**src/rtl/mem_access_ctrl_if.sv**
```systemverilog
// Request/response handshake and memory-side bus of mem_access_ctrl.
// The slave modport is the controller's view; master is the client/memory side.
interface mem_access_ctrl_if #(
  parameter int unsigned WIDTH     = 8,
  parameter int unsigned DinLENGTH = 32
);
  logic                 Req_Valid;
  logic                 Req_Ready;
  logic                 Req_RW;
  logic [WIDTH-1:0]     Req_Addr;
  logic [DinLENGTH-1:0] Req_Data;
  logic                 Rsp_Valid;
  logic                 Rsp_Ready;
  logic                 Rsp_RW;
  logic [DinLENGTH-1:0] Rsp_Data;
  logic                 Mem_Valid;
  logic                 Mem_R_W;
  logic [WIDTH-1:0]     Mem_Addr;
  logic [DinLENGTH-1:0] Mem_Din;
  logic [DinLENGTH-1:0] Mem_Dout;

  modport slave (
    input  Req_Valid, Req_RW, Req_Addr, Req_Data, Rsp_Ready, Mem_Dout,
    output Req_Ready, Rsp_Valid, Rsp_RW, Rsp_Data, Mem_Valid, Mem_R_W, Mem_Addr, Mem_Din
  );

  modport master (
    output Req_Valid, Req_RW, Req_Addr, Req_Data, Rsp_Ready, Mem_Dout,
    input  Req_Ready, Rsp_Valid, Rsp_RW, Rsp_Data, Mem_Valid, Mem_R_W, Mem_Addr, Mem_Din
  );
endinterface

```
**src/rtl/mem_access_ctrl.sv**
```systemverilog
// Single-outstanding memory access controller: accepts one request, issues one
// memory cycle, and holds the response until the client takes it.
module mem_access_ctrl #(
  parameter int unsigned WIDTH     = 8,
  parameter int unsigned DinLENGTH = 32
) (
  input  logic                Clk,
  input  logic                Reset,
  mem_access_ctrl_if.slave    bus,
  output logic [15:0]         Txn_Count
);

  typedef enum logic [1:0] {StIdle, StIssue, StCapture, StRespond} state_e;

  state_e               state_q, state_d;
  logic                 mem_valid_q, mem_valid_d;
  logic                 mem_rw_q, mem_rw_d;
  logic [WIDTH-1:0]     mem_addr_q, mem_addr_d;
  logic [DinLENGTH-1:0] mem_din_q, mem_din_d;
  logic                 rsp_valid_q, rsp_valid_d;
  logic                 rsp_rw_q, rsp_rw_d;
  logic [DinLENGTH-1:0] rsp_data_q, rsp_data_d;
  logic [15:0]          txn_count_q, txn_count_d;

  // Mem_Addr/Mem_Din double as the request latch; Mem_R_W is only valid in
  // ISSUE, which is exactly when the write/read branch is decided.
  always_comb begin
    state_d     = state_q;
    mem_valid_d = 1'b0;
    mem_rw_d    = 1'b0;
    mem_addr_d  = mem_addr_q;
    mem_din_d   = mem_din_q;
    rsp_valid_d = rsp_valid_q;
    rsp_rw_d    = rsp_rw_q;
    rsp_data_d  = rsp_data_q;
    txn_count_d = txn_count_q;
    unique case (state_q)
      StIdle: begin
        if (bus.Req_Valid) begin
          mem_valid_d = 1'b1;
          mem_rw_d    = bus.Req_RW;
          mem_addr_d  = bus.Req_Addr;
          mem_din_d   = bus.Req_Data;
          state_d     = StIssue;
        end
      end
      StIssue: begin
        if (mem_rw_q) begin
          rsp_valid_d = 1'b1;
          rsp_rw_d    = 1'b1;
          rsp_data_d  = mem_din_q;
          state_d     = StRespond;
        end else begin
          state_d = StCapture;
        end
      end
      StCapture: begin
        rsp_valid_d = 1'b1;
        rsp_rw_d    = 1'b0;
        rsp_data_d  = bus.Mem_Dout;
        state_d     = StRespond;
      end
      StRespond: begin
        if (bus.Rsp_Ready) begin
          rsp_valid_d = 1'b0;
          rsp_rw_d    = 1'b0;
          txn_count_d = txn_count_q + 16'd1;
          state_d     = StIdle;
        end
      end
      default: state_d = StIdle;
    endcase
  end

  always_ff @(posedge Clk) begin
    if (Reset) begin
      state_q     <= StIdle;
      mem_valid_q <= 1'b0;
      mem_rw_q    <= 1'b0;
      mem_addr_q  <= '0;
      mem_din_q   <= '0;
      rsp_valid_q <= 1'b0;
      rsp_rw_q    <= 1'b0;
      rsp_data_q  <= '0;
      txn_count_q <= '0;
    end else begin
      state_q     <= state_d;
      mem_valid_q <= mem_valid_d;
      mem_rw_q    <= mem_rw_d;
      mem_addr_q  <= mem_addr_d;
      mem_din_q   <= mem_din_d;
      rsp_valid_q <= rsp_valid_d;
      rsp_rw_q    <= rsp_rw_d;
      rsp_data_q  <= rsp_data_d;
      txn_count_q <= txn_count_d;
    end
  end

  assign bus.Req_Ready = (state_q == StIdle);
  assign bus.Mem_Valid = mem_valid_q;
  assign bus.Mem_R_W   = mem_rw_q;
  assign bus.Mem_Addr  = mem_addr_q;
  assign bus.Mem_Din   = mem_din_q;
  assign bus.Rsp_Valid = rsp_valid_q;
  assign bus.Rsp_RW    = rsp_rw_q;
  assign bus.Rsp_Data  = rsp_data_q;
  assign Txn_Count     = txn_count_q;

endmodule

```
**src/flat_wrapper.sv**
```systemverilog
// flat-port wrapper written by rule: the top's interface ports become plain ports
module mem_access_ctrl_flat 
#(
  parameter int unsigned WIDTH     = 8,
  parameter int unsigned DinLENGTH = 32
)
  (Clk, Reset, Txn_Count, bus_Req_Valid, bus_Req_RW, bus_Req_Addr, bus_Req_Data, bus_Rsp_Ready, bus_Mem_Dout, bus_Req_Ready, bus_Rsp_Valid, bus_Rsp_RW, bus_Rsp_Data, bus_Mem_Valid, bus_Mem_R_W, bus_Mem_Addr, bus_Mem_Din);
  mem_access_ctrl_if #(.WIDTH(WIDTH), .DinLENGTH(DinLENGTH)) bus_i ();
  input  logic Clk;
  input  logic Reset;
  output logic [15:0] Txn_Count;
  input wire logic [$bits(bus_i.Req_Valid)-1:0] bus_Req_Valid;
  input wire logic [$bits(bus_i.Req_RW)-1:0] bus_Req_RW;
  input wire logic [$bits(bus_i.Req_Addr)-1:0] bus_Req_Addr;
  input wire logic [$bits(bus_i.Req_Data)-1:0] bus_Req_Data;
  input wire logic [$bits(bus_i.Rsp_Ready)-1:0] bus_Rsp_Ready;
  input wire logic [$bits(bus_i.Mem_Dout)-1:0] bus_Mem_Dout;
  output wire logic [$bits(bus_i.Req_Ready)-1:0] bus_Req_Ready;
  output wire logic [$bits(bus_i.Rsp_Valid)-1:0] bus_Rsp_Valid;
  output wire logic [$bits(bus_i.Rsp_RW)-1:0] bus_Rsp_RW;
  output wire logic [$bits(bus_i.Rsp_Data)-1:0] bus_Rsp_Data;
  output wire logic [$bits(bus_i.Mem_Valid)-1:0] bus_Mem_Valid;
  output wire logic [$bits(bus_i.Mem_R_W)-1:0] bus_Mem_R_W;
  output wire logic [$bits(bus_i.Mem_Addr)-1:0] bus_Mem_Addr;
  output wire logic [$bits(bus_i.Mem_Din)-1:0] bus_Mem_Din;
  assign bus_i.Req_Valid = bus_Req_Valid;
  assign bus_i.Req_RW = bus_Req_RW;
  assign bus_i.Req_Addr = bus_Req_Addr;
  assign bus_i.Req_Data = bus_Req_Data;
  assign bus_i.Rsp_Ready = bus_Rsp_Ready;
  assign bus_i.Mem_Dout = bus_Mem_Dout;
  assign bus_Req_Ready = bus_i.Req_Ready;
  assign bus_Rsp_Valid = bus_i.Rsp_Valid;
  assign bus_Rsp_RW = bus_i.Rsp_RW;
  assign bus_Rsp_Data = bus_i.Rsp_Data;
  assign bus_Mem_Valid = bus_i.Mem_Valid;
  assign bus_Mem_R_W = bus_i.Mem_R_W;
  assign bus_Mem_Addr = bus_i.Mem_Addr;
  assign bus_Mem_Din = bus_i.Mem_Din;
  mem_access_ctrl #(.WIDTH(WIDTH), .DinLENGTH(DinLENGTH)) u_core (.Clk(Clk), .Reset(Reset), .bus(bus_i), .Txn_Count(Txn_Count));
endmodule
```
**config.mk**
```make
export PLATFORM = sky130hd
export DESIGN_NAME = mem_access_ctrl_flat
export DESIGN_NICKNAME = d
export VERILOG_FILES = /design/src/rtl/mem_access_ctrl_if.sv /design/src/rtl/mem_access_ctrl.sv /design/src/flat_wrapper.sv
export SDC_FILE = /design/constraint.sdc
export NUM_CORES = 1
export LEC_CHECK = 0
export CAP_MARGIN = 10
export CORE_ASPECT_RATIO = 0.5
export CORE_MARGIN = 2
export CORE_UTILIZATION = 43
export CTS_BUF_LIST = sky130_fd_sc_hd__clkbuf_8
export DETAILED_ROUTE_END_ITERATION = 8
export PLACE_DENSITY = 0.86
export SLEW_MARGIN = 20
export SYNTH_ARGS = -nofsm -noshare
export SYNTH_HDL_FRONTEND = slang
export SYNTH_SLANG_ARGS = --single-unit
```
**constraint.sdc**
```tcl
create_clock -name Clk -period 2.01 [get_ports Clk]
set_clock_uncertainty 0.15 [all_clocks]
set_input_delay 0.201 -clock Clk [delete_from_list [all_inputs] [get_ports Clk]]
set_output_delay 0.201 -clock Clk [all_outputs]
set_load 0.02 [all_outputs]
```
==> metrics.csv <==
metric,value,unit
Post-Synth Simple-Gate Area,19.0,%
TritonCTS clock tree,done,
main combinational cell family by area after synthesis,simple AND/OR/NAND/NOR gates,
complex-gate fraction of the synthesized area,14.1,%
Highest Clock Rate,528,MHz
initial antenna violation count,0,
GRT overflow,0,
Clk network pwr share,17.5,%
Yosys cell types,33,
period utilisation layout,94.2,%
Crit-path slowest cell,dfxtp_1,
Synth Net Count,517,
IO Port Bufs,169,
global-route wire length before repair,17.1,mm
number of placement rows,24,
Yosys Warn Count,0,
Slew Limit Headroom,76.6,%
switching pwr,0.00231,W
CP peak stage delay,0.41,ns
worst min path class,input port to flop,
filler cell count,707,
hold slack final,0.0908,ns
P_int,0.00402,W
#FFs+latches synth,94,
"Reg clk slew, reported paths",0.09,ns
Via-to-Cell Ratio,5.10,
Die Span X,137,µm
Buf/Inv on CP,0,
setup violators final,0,
FF/Latch Area,1880,µm²
largest net degree at the start of global routing,65,
vias in the first global route,3560,
pwr dens,1090,nW/µm²
GPL Wtd Cong,0.797,
clock latency at the later pin of the worst-skew pair,0.36,ns
drt initial violations,147,
fin. max-slew vios,0,
multiplexer share of the synthesized area,9.32,%
Worst Path Max Fanout,7,
syn_area_per_cell,8.71,µm²
sequential cell area fraction in the yosys report,49.7,%
post-layout minimum cycle time,1.89,ns
worst path arrival time,2.02,ns
Initial Util,43.9,%
Critical Path End Type,flop,
Pleak,2.02,nW
Slew @ Worst Pin,0.343,ns
number of I/O pins,170,
chip height,70.4,µm
Main synth FF type,dfxtp_1,
Total Neg Setup Slack,0,ns
kind of cell adding the most delay to the critical path,simple AND/OR/NAND/NOR gates,
"FFs w/ async S/R, synth",0,%
MaxCap Viol Count,0,
Startpoint Class,flop,
area of the multi-input gates,1760,µm²
wire per inst,14.9,µm
iteration count of the initial detailed-routing pass,4,
CP required,2.13,ns
core footprint,8620,µm²
power share of the combinational group,43.8,%
all-layer global routing usage,22.7,%
drt total wl,10.7,mm
DRC,0,
status,"complete, no violations",
Sequential Power Share,38.7,%
"Cell Area, Synth",3790,µm²
CTS Sinks,94,
worst-path cell chain,ha_2 -> and4_1 -> nand2_2 -> or4_1 -> a21oi_1,
ant diodes,0,
net count reported at finish,680,
clk buf depth,2,
RSZ-0062 raised after global routing,false,
sw frac,36.4,%
Post-synth EDFFs,0,
remaining antenna violation count after routing,0,
Mapped Cells,435,
CP Class,flop to flop,
CTS buffer count,9,
count of final hold-check violations,0,
die area,9620,µm²
Worst VDD drop,482,µV
Area Growth Syn to Fin,53.6,%
H-tree Lvls,3,
DP HPWL,7.64,mm
root buf cell,clkbuf_8,
post-synthesis adder-cell area fraction,1.65,%
Post-Synth XOR/XNOR Area,2.31,%
layout cells sized above 1,6.33,%
Via Count,3656,
==> kinds of logic after synthesis <==
family	count (synthesis)
multiplexers	35
buffers and inverters	37
XOR/XNOR	10
flip-flops	94
AND/OR/NAND/NOR	166
adder cells (fa/ha/maj)	5
AO/OA/AOI/OAI	88
==> state kept, by name, summed over array words and instances, names as in the netlist <==
signal and flops:
u_core.bus.Mem_Din 32, u_core.bus.Rsp_Data 32, u_core.Txn_Count 16, u_core.bus.Mem_Addr 8
u_core.state_q 2, u_core.bus.Mem_R_W 1, u_core.bus.Mem_Valid 1, u_core.bus.Rsp_RW 1
u_core.bus.Rsp_Valid 1
==> final timing paths <==
| path | from | to | slack, ns | depth (start not counted) |
|---|---|---|---|---|
| max | u_core.state_q[1]$_SDFFE_PP0P_ | u_core.Txn_Count[13]$_SDFFE_PP0P_ | 0.12 | 5 |
| max reg2reg | u_core.state_q[1]$_SDFFE_PP0P_ | u_core.Txn_Count[13]$_SDFFE_PP0P_ | 0.12 | 5 |
| min reg2reg | u_core.bus.Mem_Addr[6]$_SDFFE_PP0P_ | u_core.bus.Mem_Addr[6]$_SDFFE_PP0P_ | 0.31 | 2 |
| min | Reset | u_core.bus.Mem_Din[2]$_SDFFE_PP0P_ | 0.09 | 2 |
==> metal layers <==
metal,vias up,GRT usage (%),part of all wire (%)
met4,0,11.7,3.9
met5,-,0,0
met1,1697,26.2,42
li1,1813,-,-
met3,40,5.37,4.3
met2,106,39.1,50
==> power by group through the flow <==
stage / clock network [W] / registers [W] / logic (W)
after detailed placement: 0 / 0.00250 / 0.00279
after global placement: 0 / 0.00247 / 0.00273
after global routing: 0.00120 / 0.00250 / 0.00298
final: 0.00111 / 0.00245 / 0.00277
after CTS: 0.00113 / 0.00246 / 0.00279
after floorplan: 0 / 0.00292 / 0.00112
==> per-stage QoR <==
step	worst slack, ns	cells	instance area [µm²]	util [%]	total power [W]
2_1_floorplan	0.139	435	3790	-	0.00404
6_report	0.116	717	5820	67.5	0.00633
3_5_place_dp	0.0643	704	5650	65.6	0.00528
4_1_cts	0.0581	717	5810	67.4	0.00638
5_1_grt	0.00515	717	5820	67.5	0.00668
3_3_place_gp	0.161	704	5650	65.6	0.00521
==> timing repair <==
action | 4_1_cts | 5_1_grt
resized for setup | 1 | 2
setup endpoints to repair | 1 | 3
setup buffers | 0 | 0
hold buffers | 0 | 0
==> final cells by class <==
class | count | share of cell area (%)
inverters | 6 | 0.387
clock inverters | 2 | 0.172
repair buffers | 183 | 31.6
clock buffers | 11 | 2.60
well taps | 117 | 2.52
flip-flops and latches | 94 | 32.4
multi-input cells | 304 | 30.3
==> placed cells by master (no fill, tap or decap), types with 3 or more instances in the layout <==
cell type,n
a211oi_1,32
buf_4,10
nor3_1,3
xor2_1,7
nor2_1,45
or4_1,4
or2_2,3
clkbuf_8,11
buf_12,4
nand4_1,4
nand3_1,6
nor2b_1,3
a21oi_1,49
inv_1,6
xnor2_1,3
dfxtp_1,94
ha_1,3
nand2_1,87
clkdlybuf4s50_1,167
o31ai_1,4
mux2i_1,33
==> worst register-to-register path, delay by kind of cell, from the launching register on <==
| kind | cells | cell delay [ns] |
|---|---|---|
| simple gates | 3 | 0.81 |
| flops | 1 | 0.41 |
| fa+ha+maj | 1 | 0.25 |
| compound gates | 1 | 0.19 |
==> synthesized netlist by cell type, types with 4 or more instances <==
cell | number | area (µm²)
inv_1 | 6 | 22.5
mux2i_1 | 33 | 330
a211oi_1 | 32 | 240
nand4_1 | 4 | 25.0
nor2_1 | 45 | 169
nand3_1 | 6 | 30.0
xor2_1 | 7 | 61.3
clkbuf_1 | 19 | 71.3
ha_1 | 5 | 62.6
or4_1 | 4 | 30.0
o31ai_1 | 4 | 30.0
nand2_1 | 88 | 330
a21oi_1 | 49 | 245
dfxtp_1 | 94 | 1880
buf_1 | 8 | 30.0
Power figures use the tool's default switching activity.
